==> config.mk <==
export PLATFORM = sky130hd
export DESIGN_NAME = sclk_burst_scheduler
export DESIGN_NICKNAME = d
export VERILOG_FILES = /design/src/rtl/sclk_burst_scheduler.sv
export SDC_FILE = /design/constraint.sdc
export NUM_CORES = 1
export LEC_CHECK = 0
export ABC_AREA = 1
export ABC_CLOCK_PERIOD_IN_PS = 3200
export CAP_MARGIN = 20
export CORE_MARGIN = 8
export CORE_UTILIZATION = 23
export CTS_BUF_LIST = sky130_fd_sc_hd__clkbuf_16
export CTS_CLUSTER_DIAMETER = 30
export DETAILED_ROUTE_END_ITERATION = 12
export PLACE_DENSITY_LB_ADDON = 0.05
export SYNTH_ARGS = -nofsm -noshare
export SYNTH_HDL_FRONTEND = slang
export SYNTH_SLANG_ARGS = --single-unit
==> constraint.sdc <==
create_clock -name clk -period 3.2 [get_ports clk]
set_input_delay 0.32 -clock clk [delete_from_list [all_inputs] [get_ports clk]]
set_output_delay 0.32 -clock clk [all_outputs]
set_load 0.02 [all_outputs]
==> src/rtl/sclk_burst_scheduler.sv <==
// ============================================================================
// Module : sclk_burst_scheduler
// Brief  : Round-robin arbiter sharing one programmable sclk divider among
//          NREQ requesters; runs one burst of nbits sclk periods per grant.
// Rev    : 1.0
// ============================================================================
`default_nettype none

module sclk_burst_scheduler #(
    parameter int NREQ  = 4,
    parameter int DIV_W = 16,
    parameter int CNT_W = 8
) (
    input  logic                   clk,
    input  logic                   reset,
    input  logic [NREQ-1:0]        req,
    input  logic [NREQ*DIV_W-1:0]  div,
    input  logic [NREQ*CNT_W-1:0]  nbits,
    output logic [NREQ-1:0]        gnt,
    output logic                   busy,
    output logic                   sclk,
    output logic                   sclk_rise,
    output logic [NREQ-1:0]        done
);

    localparam int c_IDX_W = $clog2(NREQ);

    typedef enum logic [1:0] {
        S_IDLE = 2'd0,
        S_LOAD = 2'd1,
        S_RUN  = 2'd2,
        S_DONE = 2'd3
    } state_t;

    state_t               r_state, w_state_n;
    logic [c_IDX_W-1:0]   r_ptr, w_ptr_n;
    logic [c_IDX_W-1:0]   r_g, w_g_n;
    logic [DIV_W-1:0]     r_div, w_div_n;
    logic [CNT_W-1:0]     r_nbits, w_nbits_n;
    logic [DIV_W-1:0]     r_count, w_count_n;
    logic [CNT_W-1:0]     r_periods, w_periods_n;
    logic [NREQ-1:0]      r_gnt, w_gnt_n;
    logic                 r_busy, w_busy_n;
    logic                 r_sclk, w_sclk_n;
    logic                 r_sclk_rise, w_sclk_rise_n;
    logic [NREQ-1:0]      r_done, w_done_n;

    logic [DIV_W-1:0]     w_div_arr   [NREQ];
    logic [CNT_W-1:0]     w_nbits_arr [NREQ];
    logic                 w_found;
    logic [c_IDX_W-1:0]   w_win;

    for (genvar i = 0; i < NREQ; i++) begin : g_unpack
        assign w_div_arr[i]   = div[i*DIV_W +: DIV_W];
        assign w_nbits_arr[i] = nbits[i*CNT_W +: CNT_W];
    end

    function automatic logic [c_IDX_W-1:0] rr_idx(input logic [c_IDX_W-1:0] base, input int k);
        int j;
        j = int'(base) + k;
        if (j >= NREQ) j = j - NREQ;
        return c_IDX_W'(j);
    endfunction

    // Scan downward so the candidate closest to r_ptr is assigned last and wins.
    always_comb begin
        w_found = 1'b0;
        w_win   = '0;
        for (int k = NREQ - 1; k >= 0; k--) begin
            if (req[rr_idx(r_ptr, k)]) begin
                w_found = 1'b1;
                w_win   = rr_idx(r_ptr, k);
            end
        end
    end

    always_comb begin
        w_state_n     = r_state;
        w_ptr_n       = r_ptr;
        w_g_n         = r_g;
        w_div_n       = r_div;
        w_nbits_n     = r_nbits;
        w_count_n     = r_count;
        w_periods_n   = r_periods;
        w_gnt_n       = r_gnt;
        w_busy_n      = r_busy;
        w_sclk_n      = r_sclk;
        w_sclk_rise_n = 1'b0;
        w_done_n      = '0;
        case (r_state)
            S_IDLE: begin
                if (w_found) begin
                    w_g_n     = w_win;
                    w_gnt_n   = NREQ'(1) << w_win;
                    w_busy_n  = 1'b1;
                    w_state_n = S_LOAD;
                end
            end
            S_LOAD: begin
                w_div_n     = (w_div_arr[r_g] == '0) ? DIV_W'(1) : w_div_arr[r_g];
                w_nbits_n   = w_nbits_arr[r_g];
                w_count_n   = DIV_W'(1);
                w_periods_n = '0;
                w_sclk_n    = 1'b0;
                if (w_nbits_arr[r_g] == '0) begin
                    w_state_n = S_DONE;
                    w_done_n  = NREQ'(1) << r_g;
                end else begin
                    w_state_n = S_RUN;
                end
            end
            S_RUN: begin
                if (r_count == r_div) begin
                    w_count_n     = DIV_W'(1);
                    w_sclk_n      = ~r_sclk;
                    w_sclk_rise_n = ~r_sclk;
                    if (r_sclk) begin
                        w_periods_n = r_periods + CNT_W'(1);
                        // Burst ends on the falling edge that completes period nbits.
                        if (r_periods + CNT_W'(1) == r_nbits) begin
                            w_state_n = S_DONE;
                            w_done_n  = NREQ'(1) << r_g;
                        end
                    end
                end else begin
                    w_count_n = r_count + DIV_W'(1);
                end
            end
            S_DONE: begin
                w_gnt_n   = '0;
                w_busy_n  = 1'b0;
                w_sclk_n  = 1'b0;
                w_ptr_n   = (r_g == c_IDX_W'(NREQ - 1)) ? '0 : r_g + c_IDX_W'(1);
                w_state_n = S_IDLE;
            end
            default: w_state_n = S_IDLE;
        endcase
    end

    always_ff @(posedge clk or posedge reset) begin
        if (reset) begin
            r_state     <= S_IDLE;
            r_ptr       <= '0;
            r_g         <= '0;
            r_div       <= '0;
            r_nbits     <= '0;
            r_count     <= '0;
            r_periods   <= '0;
            r_gnt       <= '0;
            r_busy      <= 1'b0;
            r_sclk      <= 1'b0;
            r_sclk_rise <= 1'b0;
            r_done      <= '0;
        end else begin
            r_state     <= w_state_n;
            r_ptr       <= w_ptr_n;
            r_g         <= w_g_n;
            r_div       <= w_div_n;
            r_nbits     <= w_nbits_n;
            r_count     <= w_count_n;
            r_periods   <= w_periods_n;
            r_gnt       <= w_gnt_n;
            r_busy      <= w_busy_n;
            r_sclk      <= w_sclk_n;
            r_sclk_rise <= w_sclk_rise_n;
            r_done      <= w_done_n;
        end
    end

    assign gnt       = r_gnt;
    assign busy      = r_busy;
    assign sclk      = r_sclk;
    assign sclk_rise = r_sclk_rise;
    assign done      = r_done;

endmodule

`default_nettype wire

==> impl_metrics.tcl, run 1 <==
set metrics [dict create \
    outcome "finished, final reports clean" \
    final_area_um2 6300 \
    crit_chain "inv_1 -> ha_1 -> inv_1 -> nor2_1 -> nand2_1 -> inv_1 -> nand4_1 -> nand2_1 -> o21ai_0 -> nor2_1" \
    yosys.area.top_type_share_pct 35.7 \
    h-tree-depth 3 \
    ios 113 \
    dr_total_vias 4582 \
    insertion_delay_ns 0.34 \
    slew_violations 0 \
    criticalPathCategory "reg -> reg" \
    worstHoldPathType "in -> async" \
    die_w_um 157 \
    initial_core_util_pct 23.4 \
    ir_drop_v 0.000313 \
    synth-warning-count 0 \
    placed_area_um2 5930 \
    drc_errors 0 \
    grt_pass1_wl_um 26100 \
    async_flop_share_pct 100 \
    path_max_fanout 14 \
    postRouteAntennaNets 0 \
    cp-end-kind "register" \
    cts_buffer_depth 2 \
    synth_edf_count 0 \
    grt_overflow_total 0 \
    port_buffers 112 \
    synth_commonest_cells "nand2_1 (223), nand3_1 (66), nor2_1 (66)" \
    fin_crit_ns 2.06 \
    root_buffer "clkbuf_16" \
    grtUsageTotal_pct 13.7 \
    crit_path_frequent_cell "inv_1" \
    power.leakage_nw 2.85 \
    syn_to_final_growth_pct 38.2 \
    cts_setup_buffers 0 \
    yosysMostFrequentCell "nand2_1" \
    fp.dieH_um 157 \
    arrival_ns 2.33 \
    drive_gt1_share_pct 9.24 \
    final_cells 1044 \
    grt_max_degree 53 \
    skew_ns 0.00838 \
    path_clk_slew_ns 0.06 \
    rr_worst_depth 10 \
    grt_pass1_vias 4771 \
    core-area_um2 19500 \
    yosys_most_used_dff "dfrtp_1" \
    dieArea_um2 24600 \
    syn_avg_cell_area_um2 6.83 \
    p_per_area_nw_per_um2 786 \
    start_kind "register" \
    first_pass_iters 5 \
    setup_tns_ns 0 \
    ys_seq_elements 65 \
    worst_pin_slew_ns 0.834 \
    antenna_cells 0 \
    worst_path_max_delay_cell "ha_1" \
    totalWireLength_um 16000 \
    via_per_inst 4.39 \
    p_total_mw 4.95 \
    cts_resized 0 \
    slowest_delay_ns 0.62 \
    drt_iter0_markers 226 \
    cap_violations 0 \
    ctsHoldBuffers 0 \
    min_period_over_period_pct 64.4 \
    numCtsBuffers 9 \
    synth_cells 668 \
    crit_required_ns 3.47 \
    antenna_found_initial 1 \
    seq_area_frac_synth_pct 35.7 \
    dp_hpwl_um 12800 \
    netlist_area_um2 4560 \
    rows 51 \
    nets 887 \
    hold_violations 0 \
    slew_headroom_pct 44.3 \
    setup_viol 0 \
    yosysUniqueCellTypes 34 \
    max_freq_mhz 485 \
    rsz0062_at_grt "no" \
    yosys.area.top_type "dfrtp_1" \
    syn_nets 781 \
    tritoncts "done" \
    cts_sinks 65 \
    place.gp.congestion 0.791 \
    numPlacedInstances 1028 \
    routedWlPerCell_um 15.4 \
    synth.area.top_cells "dfrtp_1 (36%), nand2_1 (18%), nand3_1 (7.2%), nor2_1 (5.4%), o21ai_0 (5.3%)" \
]
## path summary, 6_finish.rpt
path                            start          end  slack, ns
min reg2reg                    gnt[0]       gnt[0]       0.48
min                             reset  r_count[13]       0.36
max                        r_state[0]   r_count[8]       1.14
max reg2reg                r_state[0]   r_count[8]       1.14
min in group clk               gnt[0]       gnt[0]       0.48
max in group asynchronous       reset     r_div[3]       1.95
## layout make-up
cell class	instances	area (µm²)
clock buffers	9	225
clock inverters	7	141
fillers	2107	13200
inverters	64	240
multi-input cells	515	2560
flip-flops and latches	65	1630
well taps	265	332
repair buffers	119	1170
## logic make-up after synthesis
kind of cell / synth area share [%]
AOI/OAI and AO/OA: 11.1
buffers and inverters: 8.15
xor gates and xnor gates: 4.23
adders and majority gates: 3.02
DFF: 35.7
and+or+nand+nor: 37.8
## routing by layer
layer	GRT usage (%)	vias up	wire length [µm]
met5	0	-	13
met4	4.49	2	262
met3	4.77	17	1070
met2	21.0	110	7050
met1	17.6	2105	7650
li1	-	2348	-
## stage by stage
stage | hold slack, ns | util, % | setup slack [ns]
global placement | 0.467 | 30.5 | 1.18
global route | 0.414 | 32.4 | 0.863
finish | 0.358 | 32.4 | 1.14
CTS | 0.377 | 32.4 | 1.11
floorplan | 0.455 | - | 1.25
detailed placement | 0.472 | 30.5 | 1.14
## placed cells by master (no fill, tap or decap), drive strengths merged, types with 2 or more instances in the layout
cell and instances:
bufinv 4, nand3b 3, nand3 68, inv 64
o21ai 65, clkdlybuf4s50 112, o22a 7, xor2 19
buf 7, clkinv 3, clkbuf 9, nand2 235
ha 11, a21oi 8, nor2 77, dfrtp 65
nor3 6, xnor2 3, o211ai 2, nand4 6
## flip-flops by register name (all words and copies together), names as in the netlist
name	cells
r_count	16
r_div	16
r_nbits	8
r_periods	8
done	4
gnt	4
r_g	2
r_ptr	2
r_state	2
busy	1
sclk	1
sclk_rise	1
## critical path: cells and delay by family, from the launching register on
family	cells	cell delay (ns)
adder cells (fa/ha/maj)	1	0.62
AND/OR/NAND/NOR	5	0.50
flip-flops	1	0.42
buffers and inverters	3	0.38
AO/OA/AOI/OAI	1	0.07
## power by group
group          leakage, nW  switching [mW]  internal, mW
sequential           0.846           0.229          1.06
clock                0.178           0.397         0.842
combinational         1.83            1.57         0.860
No activity file was read; power rests on OpenSTA's default activity.
==> inputs of run 2 (changes only) <==
--- a/config.mk
+++ b/config.mk
@@ -6,7 +6,7 @@
 export NUM_CORES = 1
 export LEC_CHECK = 0
 export ABC_AREA = 1
-export ABC_CLOCK_PERIOD_IN_PS = 3200
+export ABC_CLOCK_PERIOD_IN_PS = 2200
 export CAP_MARGIN = 20
 export CORE_MARGIN = 8
 export CORE_UTILIZATION = 23
==> constraint.sdc (replaced) <==
create_clock -name clk -period 2.2 [get_ports clk]
set_input_delay 0.22 -clock clk [delete_from_list [all_inputs] [get_ports clk]]
set_output_delay 0.22 -clock clk [all_outputs]
set_load 0.02 [all_outputs]
==> run 2 against run 1 <==
Against the previous run:
- core utilization barely moved
- hold slack got worse by 0.10 ns
- critical path type unchanged
- count of clock-buffer cells in the layout unchanged
==> impl_metrics.tcl, run 2 (synthesized netlist as in run 1, its figures left out) <==
set metrics [dict create \
    outcome "finished, final reports clean" \
    worst_path_max_delay_cell "dfrtp_1" \
    skew_ns 0.00647 \
    fill_cells 2100 \
    max_freq_mhz 535 \
    p_per_area_nw_per_um2 1120 \
    core-area_um2 19500 \
    dieArea_um2 24600 \
    drive_gt1_share_pct 9.81 \
    postRouteAntennaNets 0 \
    start_kind "register" \
    grt_max_degree 51 \
    tritoncts "done" \
    cp_num_buf_inv 2 \
    root_buffer "clkbuf_16" \
    crit_required_ns 2.47 \
    crit_chain "o21ai_0 -> nand2_1 -> o21ai_2 -> inv_2 -> nand3_4 -> nor2_4 -> inv_2 -> o21ai_2 -> nand2_1 -> o21ai_1" \
    met1_usage_pct 17.9 \
    cts_buffer_depth 2 \
    use_met2_pct 20.4 \
    largestRegisters "r_count (16), r_div (16)" \
    p_total_mw 7.04 \
    cts_setup_buffers 0 \
    worst_pin_slew_ns 0.578 \
    antenna_cells 0 \
    insertion_delay_ns 0.34 \
    h-tree-depth 3 \
    first_pass_iters 4 \
    fin_crit_ns 1.87 \
    final_util_pct 32.4 \
    via_per_inst 4.33 \
    hold_violations 0 \
    cts_resized 0 \
    grt_pass1_vias 4815 \
    port_buffers 112 \
    setup_viol 0 \
    ios 113 \
    grtUsageTotal_pct 13.7 \
    min_period_over_period_pct 85.0 \
    grt.met3_usage_pct 5.05 \
    slew_headroom_pct 61.5 \
    fp.dieH_um 157 \
    drc_errors 0 \
    arrival_ns 2.14 \
    grt_overflow_total 0 \
    cts_sinks 65 \
    slew_violations 0 \
    ctsHoldBuffers 0 \
    slowest_delay_ns 0.70 \
    worstHoldPathType "in -> async" \
    setup_tns_ns 0 \
    rsz0062_at_grt "no" \
    criticalPathCategory "reg -> reg" \
    numCtsBuffers 9 \
    drt_iter0_markers 226 \
    nets 893 \
    rows 51 \
    final_common_cell "nand2_1" \
    busiest_layer "met2" \
    totalWireLength_um 15800 \
    antenna_found_initial 0 \
    cap_violations 0 \
    cp-end-kind "register" \
    power.leakage_nw 2.86 \
    die_w_um 157 \
    syn_to_final_growth_pct 38.3 \
    dr_total_vias 4543 \
    timing.hold.ws_ns 0.256 \
    place.gp.congestion 0.860 \
    crit_family "flip-flops" \
    path_max_fanout 14 \
    routedWlPerCell_um 15.1 \
    grt_pass1_wl_um 25900 \
    path_clk_slew_ns 0.06 \
    mostFrequentLayoutCells "nand2_1 (223), clkdlybuf4s50_1 (112), nand3_1 (66), nor2_1 (66), dfrtp_1 (64)" \
    initial_core_util_pct 23.4 \
    dp_hpwl_um 12500 \
    ir_drop_v 0.000354 \
]
run 2: final timing paths:
kind                             startpoint          end  slack [ns]  cells past startpoint
worst max-delay path               r_ptr[0]       gnt[3]        0.33                     10
worst min-delay path                  reset    r_div[14]        0.26                      2
worst max register to register     r_ptr[0]       gnt[3]        0.33                     10
worst min register to register  r_count[14]  r_count[14]        0.49                      1
max in group asynchronous             reset       r_g[0]        1.34                      3
min in group clk                r_count[14]  r_count[14]        0.49                      1
run 2: final cells by class:
cell class	count	area [µm²]	area share, %
timing repair buffer	125	1260	19.9
clock inverter	7	61.3	0.973
inverter	64	240	3.81
clock buffer	9	225	3.57
sequential	65	1630	25.8
tap	265	332	5.26
multi-input combinational	515	2560	40.6
run 2: per-stage QoR:
stage,setup slack [ns],std cells,instance area (µm²)
6_report,0.330,1050,6300
5_1_grt,0.0816,1050,6300
4_1_cts,0.309,1050,6300
3_5_place_dp,0.296,1034,6020
3_3_place_gp,0.297,1034,6020
2_1_floorplan,0.354,668,4560
run 2: layer usage:
metal,vias up,routed length (µm)
met5,-,0
met4,0,257
met3,16,1150
met2,132,6760
met1,2041,7660
li1,2354,-
run 2: power by group:
part	total (mW)	switching (mW)	leakage (nW)	internal (mW)
combinational	3.72	2.36	1.87	1.36
clock	1.44	0.578	0.144	0.865
sequential	1.88	0.343	0.846	1.54
total	7.04	3.28	2.86	3.76
==> inputs of run 3 (changes only) <==
--- a/config.mk
+++ b/config.mk
@@ -7,7 +7,7 @@
 export LEC_CHECK = 0
 export ABC_AREA = 1
 export ABC_CLOCK_PERIOD_IN_PS = 2200
-export CAP_MARGIN = 20
+export CAP_MARGIN = 40
 export CORE_MARGIN = 8
 export CORE_UTILIZATION = 23
 export CTS_BUF_LIST = sky130_fd_sc_hd__clkbuf_16
@@ -17,3 +17,4 @@
 export SYNTH_ARGS = -nofsm -noshare
 export SYNTH_HDL_FRONTEND = slang
 export SYNTH_SLANG_ARGS = --single-unit
+export TNS_END_PERCENT = 100
==> results of run 3 <==
The final DEF is identical to that of run 2; final timing and power are the same.
